### config.mk
export PLATFORM = sky130hd
export DESIGN_NAME = bin2gray_counter
export DESIGN_NICKNAME = d
export VERILOG_FILES = /design/src/rtl/gray_pkg.sv /design/src/rtl/bin2gray_comb.sv /design/src/rtl/bin2gray_counter.sv
export SDC_FILE = /design/constraint.sdc
export NUM_CORES = 1
export LEC_CHECK = 0
export CORE_AREA = 10 10 47 49
export CTS_BUF_LIST = sky130_fd_sc_hd__clkbuf_8 sky130_fd_sc_hd__clkbuf_16
export CTS_CLUSTER_SIZE = 40
export DETAILED_ROUTE_END_ITERATION = 8
export DIE_AREA = 0 0 57 59
export PLACE_DENSITY = 0.69
export SETUP_SLACK_MARGIN = 0.1
export SLEW_MARGIN = 10
export SYNTH_ARGS = -nofsm -noshare
export SYNTH_HDL_FRONTEND = slang
export SYNTH_SLANG_ARGS = --single-unit
export TNS_END_PERCENT = 50
### constraint.sdc
create_clock -name clk -period 2.1 [get_ports clk]
set_input_delay 0.315 -clock clk [delete_from_list [all_inputs] [get_ports clk]]
set_output_delay 0.315 -clock clk [all_outputs]
set_load 0.01 [all_outputs]
### src/rtl/gray_pkg.sv
// -----------------------------------------------------------------------------
// gray_pkg
// Shared definitions for the binary/Gray counter path.
//   GRAY_W_DEFAULT : default counter / Gray code width
//   step_sel_e     : next-state selection for the counter register
//   bin2gray()     : reference binary-to-Gray conversion, b ^ (b >> 1)
// -----------------------------------------------------------------------------
package gray_pkg;

    localparam int GRAY_W_DEFAULT = 4;

    // Which source feeds the counter register on the next edge.
    typedef enum logic [1:0] {
        SEL_HOLD = 2'd0,
        SEL_LOAD = 2'd1,
        SEL_UP   = 2'd2,
        SEL_DOWN = 2'd3
    } step_sel_e;

    // Operates on a 32-bit container so it can serve any width up to 32.
    // Callers zero-extend their value and keep the low WIDTH bits.
    function automatic logic [31:0] bin2gray(input logic [31:0] b);
        return b ^ (b >> 1);
    endfunction

endpackage : gray_pkg

### src/rtl/bin2gray_comb.sv
// -----------------------------------------------------------------------------
// bin2gray_comb
// Purely combinational binary-to-Gray converter, WIDTH bits wide.
// Ports:
//   bin_i  [WIDTH-1:0] in   binary value
//   gray_o [WIDTH-1:0] out  Gray code of bin_i (bin_i ^ (bin_i >> 1))
// -----------------------------------------------------------------------------
module bin2gray_comb #(
    parameter int WIDTH = 4
) (
    input  logic [WIDTH-1:0] bin_i,
    output logic [WIDTH-1:0] gray_o
);

    // The MSB passes straight through; every lower bit is the XOR of itself
    // with its left neighbour.
    assign gray_o[WIDTH-1] = bin_i[WIDTH-1];

    generate
        for (genvar gi = 0; gi < WIDTH - 1; gi++) begin : g_bit
            assign gray_o[gi] = bin_i[gi] ^ bin_i[gi+1];
        end
    endgenerate

endmodule : bin2gray_comb

### src/rtl/bin2gray_counter.sv
// -----------------------------------------------------------------------------
// bin2gray_counter
// Registered binary up/down counter with a registered Gray-code copy of the
// count. Binary and Gray registers update on the same edge from the same
// next-state value, so they never skew against each other.
// Ports:
//   clk      in   1      rising-edge clock
//   rst      in   1      asynchronous active-high reset
//   load     in   1      synchronous parallel load (highest priority)
//   load_bin in   WIDTH  value to load
//   inc_en   in   1      count enable, one step per clock
//   dir      in   1      1 = up, 0 = down
//   bin_q    out  WIDTH  registered binary count
//   gray_q   out  WIDTH  registered Gray code of bin_q
//   wrap     out  1      one-cycle pulse on a terminal-count crossing
// -----------------------------------------------------------------------------
module bin2gray_counter
    import gray_pkg::*;
#(
    parameter int               WIDTH     = GRAY_W_DEFAULT,
    parameter logic [WIDTH-1:0] RESET_VAL = '0
) (
    input  logic             clk,
    input  logic             rst,
    input  logic             load,
    input  logic [WIDTH-1:0] load_bin,
    input  logic             inc_en,
    input  logic             dir,
    output logic [WIDTH-1:0] bin_q,
    output logic [WIDTH-1:0] gray_q,
    output logic             wrap
);

    localparam logic [WIDTH-1:0] RESET_GRAY = RESET_VAL ^ (RESET_VAL >> 1);
    localparam logic [WIDTH-1:0] ALL_ONES   = '1;
    localparam logic [WIDTH-1:0] ONE        = WIDTH'(1);

    logic [WIDTH-1:0] bin_cnt_q;
    logic [WIDTH-1:0] bin_cnt_d;
    logic [WIDTH-1:0] gray_cnt_q;
    logic [WIDTH-1:0] gray_cnt_d;
    logic             wrap_q;
    logic             wrap_d;
    step_sel_e        step_sel;

    // Priority: load > count > hold.
    always_comb begin
        step_sel = SEL_HOLD;
        if (load) begin
            step_sel = SEL_LOAD;
        end else if (inc_en) begin
            step_sel = dir ? SEL_UP : SEL_DOWN;
        end
    end

    // Next binary value; add/subtract wrap naturally modulo 2^WIDTH.
    always_comb begin
        bin_cnt_d = bin_cnt_q;
        case (step_sel)
            SEL_LOAD: bin_cnt_d = load_bin;
            SEL_UP:   bin_cnt_d = bin_cnt_q + ONE;
            SEL_DOWN: bin_cnt_d = bin_cnt_q - ONE;
            default:  bin_cnt_d = bin_cnt_q;
        endcase
    end

    // Terminal-count detect looks at the current value and the chosen step,
    // so a load in the same cycle always suppresses the pulse.
    always_comb begin
        wrap_d = 1'b0;
        if (step_sel == SEL_UP && bin_cnt_q == ALL_ONES) begin
            wrap_d = 1'b1;
        end else if (step_sel == SEL_DOWN && bin_cnt_q == '0) begin
            wrap_d = 1'b1;
        end
    end

    // Gray is encoded from the next binary value, not from bin_cnt_q, so the
    // Gray register lands on the same edge as the binary one.
    bin2gray_comb #(
        .WIDTH (WIDTH)
    ) u_bin2gray (
        .bin_i  (bin_cnt_d),
        .gray_o (gray_cnt_d)
    );

    always_ff @(posedge clk or posedge rst) begin
        if (rst) begin
            bin_cnt_q  <= RESET_VAL;
            gray_cnt_q <= RESET_GRAY;
            wrap_q     <= 1'b0;
        end else begin
            bin_cnt_q  <= bin_cnt_d;
            gray_cnt_q <= gray_cnt_d;
            wrap_q     <= wrap_d;
        end
    end

    // Outputs come straight from flops; no logic after the registers.
    assign bin_q  = bin_cnt_q;
    assign gray_q = gray_cnt_q;
    assign wrap   = wrap_q;

endmodule : bin2gray_counter

Word-level counts from Yosys, hierarchy flattened
Cells that the tools add are included.
Word-level totals
  output and inout bits: 9
  word-level logic and storage cells: 21
  bits of input ports: 9
  bits in registers: 9
Cells by class
  equal/unequal tests: 4
  reduce and logical (&&, ||, !) cells: 3
  mux-type cells: 6
  $add $sub $neg: 2
  bitwise operators: 3
Operators by type and width (number)
  4-bit one-hot mux with 3 select lines: 1
  4-bit by 1-bit adder with 4-bit output, second input constant: 1
  2-bit == test, second input constant: 2
  4-bit == test, second input constant: 1
  4-bit logical NOT: 1
  2-bit two-way mux: 2
  4-bit by 1-bit subtractor with 4-bit output, second input constant: 1
  1-bit two-way mux: 3
  1-bit bitwise XOR: 3
  2-bit by 1-bit == test with 1-bit output, second input constant: 1
  1-bit logical AND: 2

Logic depth before layout (Yosys ltp)
  depth in word-level cells: 7
  depth in mapped cells: 11
  depth with buffers taken out: 10

Hierarchy
A second synthesis with hierarchy kept.
Second synthesis, totals
  cells, all modules: 50
  area total of the unflattened synthesis: 533.0 um2
By module, submodules not included
  bin2gray_counter: times used 1, cells each 46, area each 499.2 um2, seq. area each 225.2 um2
  bin2gray_comb: times used 1, cells each 4, area each 33.8 um2, seq. area each 0.0 um2

Least setup slack after synthesis
Ideal clock, no wire load.
  path type: in2reg
  from: input port load
  to: register gray_cnt_q[2] (netlist: gray_q[2])
  data required time: 1.975 ns
  stages on the path: 11
  path buffers: 1
  slack: -0.055 ns
  setup time: 0.125 ns
  arrival time: 2.030 ns
  path through: buf_2 -> inv_1 -> nand2_1 -> nor2_1 -> xor2_1 -> ha_1 -> and2_1 -> o21ai_1 -> xor2_1 -> xor3_1 -> mux2_2
On the way
  longest elaborated chain between the ends: 4
  elaborated cells on any way between the ends: 6
  classes of those cells: 3 x eq/ne; 2 x mux; 1 x bitwise
Ends and longest elaborated chain
  start, declared: line bin2gray_counter.sv:25  | input logic load,
  2-bit two-way mux *: line bin2gray_counter.sv:49  | if (load) begin
  2-bit == test or 2-bit by 1-bit == test with 1-bit output (tied branches): line bin2gray_counter.sv:59  | case (step_sel)
  4-bit one-hot mux with 3 select lines *: line bin2gray_counter.sv:59
  1-bit bitwise XOR *: line bin2gray_comb.sv:21  | assign gray_o[gi] = bin_i[gi] ^ bin_i[gi+1];
  net gray_cnt_d[2]: line bin2gray_counter.sv:41  | logic [WIDTH-1:0] gray_cnt_d;
  end signal, assigned: line bin2gray_counter.sv:94  | gray_cnt_q <= gray_cnt_d;
  end, declared: line bin2gray_counter.sv:40  | logic [WIDTH-1:0] gray_cnt_q;
Mark *: on every way through the listed nets, which the timed path passes. The rest lies on a longest branch.

Worst setup path in the final report
  from: register bin_cnt_q[1] (netlist: bin_q[1])
  to: register gray_cnt_q[2] (netlist: gray_q[2])
On the way
  longest elaborated chain between the ends: 3
  elaborated cells on any way between the ends: 4
  classes of those cells: 2 x add/sub; 1 x mux; 1 x bitwise
Ends and longest elaborated chain
  start, declared: line bin2gray_counter.sv:38  | logic [WIDTH-1:0] bin_cnt_q;
  start signal, assigned: line bin2gray_counter.sv:93  | bin_cnt_q <= bin_cnt_d;
  4-bit by 1-bit subtractor with 4-bit output or 4-bit by 1-bit adder with 4-bit output (tied branches): line bin2gray_counter.sv:62, bin2gray_counter.sv:61
  4-bit one-hot mux with 3 select lines *: line bin2gray_counter.sv:59
  1-bit bitwise XOR *: line bin2gray_comb.sv:21
  net gray_cnt_d[2]: line bin2gray_counter.sv:41
Marks and branches as above.

==> metrics.txt <==
Detail Placement HPWL=882 um; Seq/Total Area, Yosys=43.2%; Net Sw Frac=27.2%; max cap viols=0; Longest Clk Path Bufs=2; Initial Util=33.0%; DR vias=~420; Synth top area share=a little over two fifths; Post-synth ARST share=100%; Max-slew headroom=around four fifths; Final min period=1.93 ns; Skew-Pair Late Insertion Delay=about 0.23 ns; crit-path max cell delay=0.41 ns; ant diodes=0; final hold vios=0; Slowest cell on crit path=dfrtp_2; Gate Count Post-Synth=46; fin crit share=91.9%; total core area=~0.0014 mm^2; IO buf count=17; Die Ht=59 um; Crit Path Class=register to register; Startpoint Class=register; maximum vdd drop=0.000536 V; most frequent cell after synthesis=dfrtp_1; warnings from Yosys=0; Clock Power Share=29.7%; syn_nets=56; Max Fclk=518 MHz; GRT overflow=0; Slew Viols, Final=0; share of layout cells above drive strength 1=around 33%; gr usage total=7.52%; placed cells=84; hold_ws=0.332 ns; Initial DRC Count=6; DRT Wirelength=1.19 mm; Die X=57 um; Setup Skew=0.00333 ns; ranking of synthesized cells by area=dfrtp_1 43%, xor2_1 7.6%, xnor2_1 5.7%; first-pass GRT wire length=1.99 mm; Worst Tran Pin Value=0.316 ns; Final Util=54.0%; leakage power of the design=approximately 0.35 nW; syn avg cell area=10.1 um^2; die area=approximately 0.0034 mm^2; Syn Std Cell Area=463 um^2; CP top delay family=XOR/XNOR gates; total CTS buffers=3; Buf+Inv Stages, Crit Path=0; CTS clk-pin slew, worst paths=0.04 ns; Yosys reg bits=8; Worst setup EP type=register; vias in the first global route=481; most used cell, CP=xor2_1; I/O pins=18; RSZ-0062 raised after global routing=no; Vias/cell=4.74; row count=14; register share of total power=between 30% and 40%; PD cells=814 mW/mm^2; worst path cell trace=xor2_1, ha_2, nor3_1, o21ai_2, xor2_1, xor3_1, mux2_4; Detail Route Antenna Nets=0; CTS tree=yes; crit path DAT=between 2 and 2.5 ns; WL/cell=13.4 um; CTS Hold Bufs=0; Root Driver=clkbuf_8; Final setup viols=0; synth cell count leaders=8 x dfrtp_1, 5 x nor2_1, 4 x nand2_1, 4 x xor2_1; Post-route DRC=0; WP data required=2.21 ns; initial antenna violation count=0; CP max FO=3; largest net degree at the start of global routing=11; P_int=approximately 0.45 mW; # clock sinks=8; H-Tree Level Count=1; status=complete, no violations; Pre-antenna DRT Iters=4; Post-synth top flop=dfrtp_1; GPL Wtd Cong=between 0.7 and 0.8; class of the worst hold path=primary input to async pin; P&R area growth vs syn=63.5%; Psw=0.168 mW; Synth cell types=22; Yosys top cell by area=dfrtp_1; setup TNS=0 ns; power share of the combinational group=37.1%; Post-synth EDFFs=0; nets=85; Post-Layout Cell Count=89
-- worst paths after layout --
kind                                from  slack (ns)   endpoint  cells after the start
worst max register to register  bin_q[1]        0.17  gray_q[2]                      7
worst min register to register  bin_q[3]        0.69       wrap                      2
worst min-delay path                 rst        0.33  gray_q[2]                      2
worst max-delay path            bin_q[1]        0.17  gray_q[2]                      7
min in group clk                  inc_en        0.42       wrap                      4
max in group asynchronous            rst        1.51   bin_q[1]                      2
-- power groups by stage --
| stage | combinational (mW) | clock [mW] | sequential [mW] |
|---|---|---|---|
| final | 0.229 | 0.183 | 0.204 |
| after global routing | 0.252 | 0.200 | 0.207 |
| after CTS | 0.223 | 0.186 | 0.207 |
| after global placement | 0.207 | 0 | 0.207 |
| after detailed placement | 0.209 | 0 | 0.209 |
| after floorplan | 0.0891 | 0 | 0.221 |
-- flip-flops by register name, indices dropped and copies added (netlist names) --
register,cells
bin_q,4
gray_q,3
wrap,1
-- stage by stage --
| stage | total power [mW] | instance area (um^2) | worst slack, ns |
|---|---|---|---|
| after floorplan | 0.310 | 472 | 0.131 |
| after global placement | 0.414 | 696 | -0.374 |
| after detailed placement | 0.417 | 696 | -0.373 |
| after CTS | 0.616 | 749 | 0.127 |
| after global routing | 0.660 | 757 | 0.0513 |
| final | 0.616 | 757 | 0.170 |
-- what timing repair did --
item	CTS	global route
setup buffers	1	1
pin swaps	3	2
setup endpoints to repair	2	2
resized for setup	6	7
-- worst reg2reg max path, delay by kind of cell, from the launching register on --
kind | cells | cell delay [ns]
mux | 1 | 0.27
xor+xnor | 3 | 0.63
compound gates | 1 | 0.11
flops | 1 | 0.41
simple gates | 1 | 0.22
fa+ha+maj | 1 | 0.18
-- kinds of logic (layout without fill, tap and decap cells) --
family	Yosys count	in the layout	share of synthesized area, %
and+or+nand+nor	13	13	13.0
buffers and inverters	5	32	5.13
adders and majority gates	1	1	2.70
muxes	2	2	4.59
DFF	8	8	43.2
AOI/OAI and AO/OA	9	9	13.0
xor gates and xnor gates	8	8	18.4
-- layout by cell type (no fill, tap or decap) --
master           instances
mux2_4                   1
clkdlybuf4s50_1         14
xor3_1                   1
nand2_2                  1
nor2_1                   4
ha_2                     1
dfrtp_2                  1
dlygate4sd2_1            1
o21ai_2                  1
clkbuf_8                 3
nand2_1                  3
clkbuf_2                 2
a22oi_1                  1
nor2_2                   1
xor2_1                   4
a211oi_1                 1
o21a_1                   1
mux2i_1                  1
nor3_1                   2
inv_1                    2
xnor2_1                  3
dfrtp_1                  7
buf_4                    9
o31ai_2                  1
and4_2                   1
o21ai_0                  3
inv_2                    1
a21oi_1                  1
and2_4                   1
-- layout make-up --
type | instances | area (um^2)
inverters | 3 | 11.3
clock buffers | 3 | 41.3
flip-flops and latches | 8 | 201
repair buffers | 26 | 226
well taps | 16 | 20.0
fillers | 143 | 644
multi-input cells | 33 | 256
-- per-layer routing --
| layer | share of wire [%] | track usage [%] | vias to the layer above |
|---|---|---|---|
| met3 | 9.9 | 4.72 | 2 |
| li1 | - | - | 211 |
| met1 | 41 | 7.83 | 193 |
| met4 | 1.2 | 5.03 | 0 |
| met5 | 0 | 0 | - |
| met2 | 48 | 11.0 | 16 |
No activity file was read; power rests on OpenSTA's default activity.
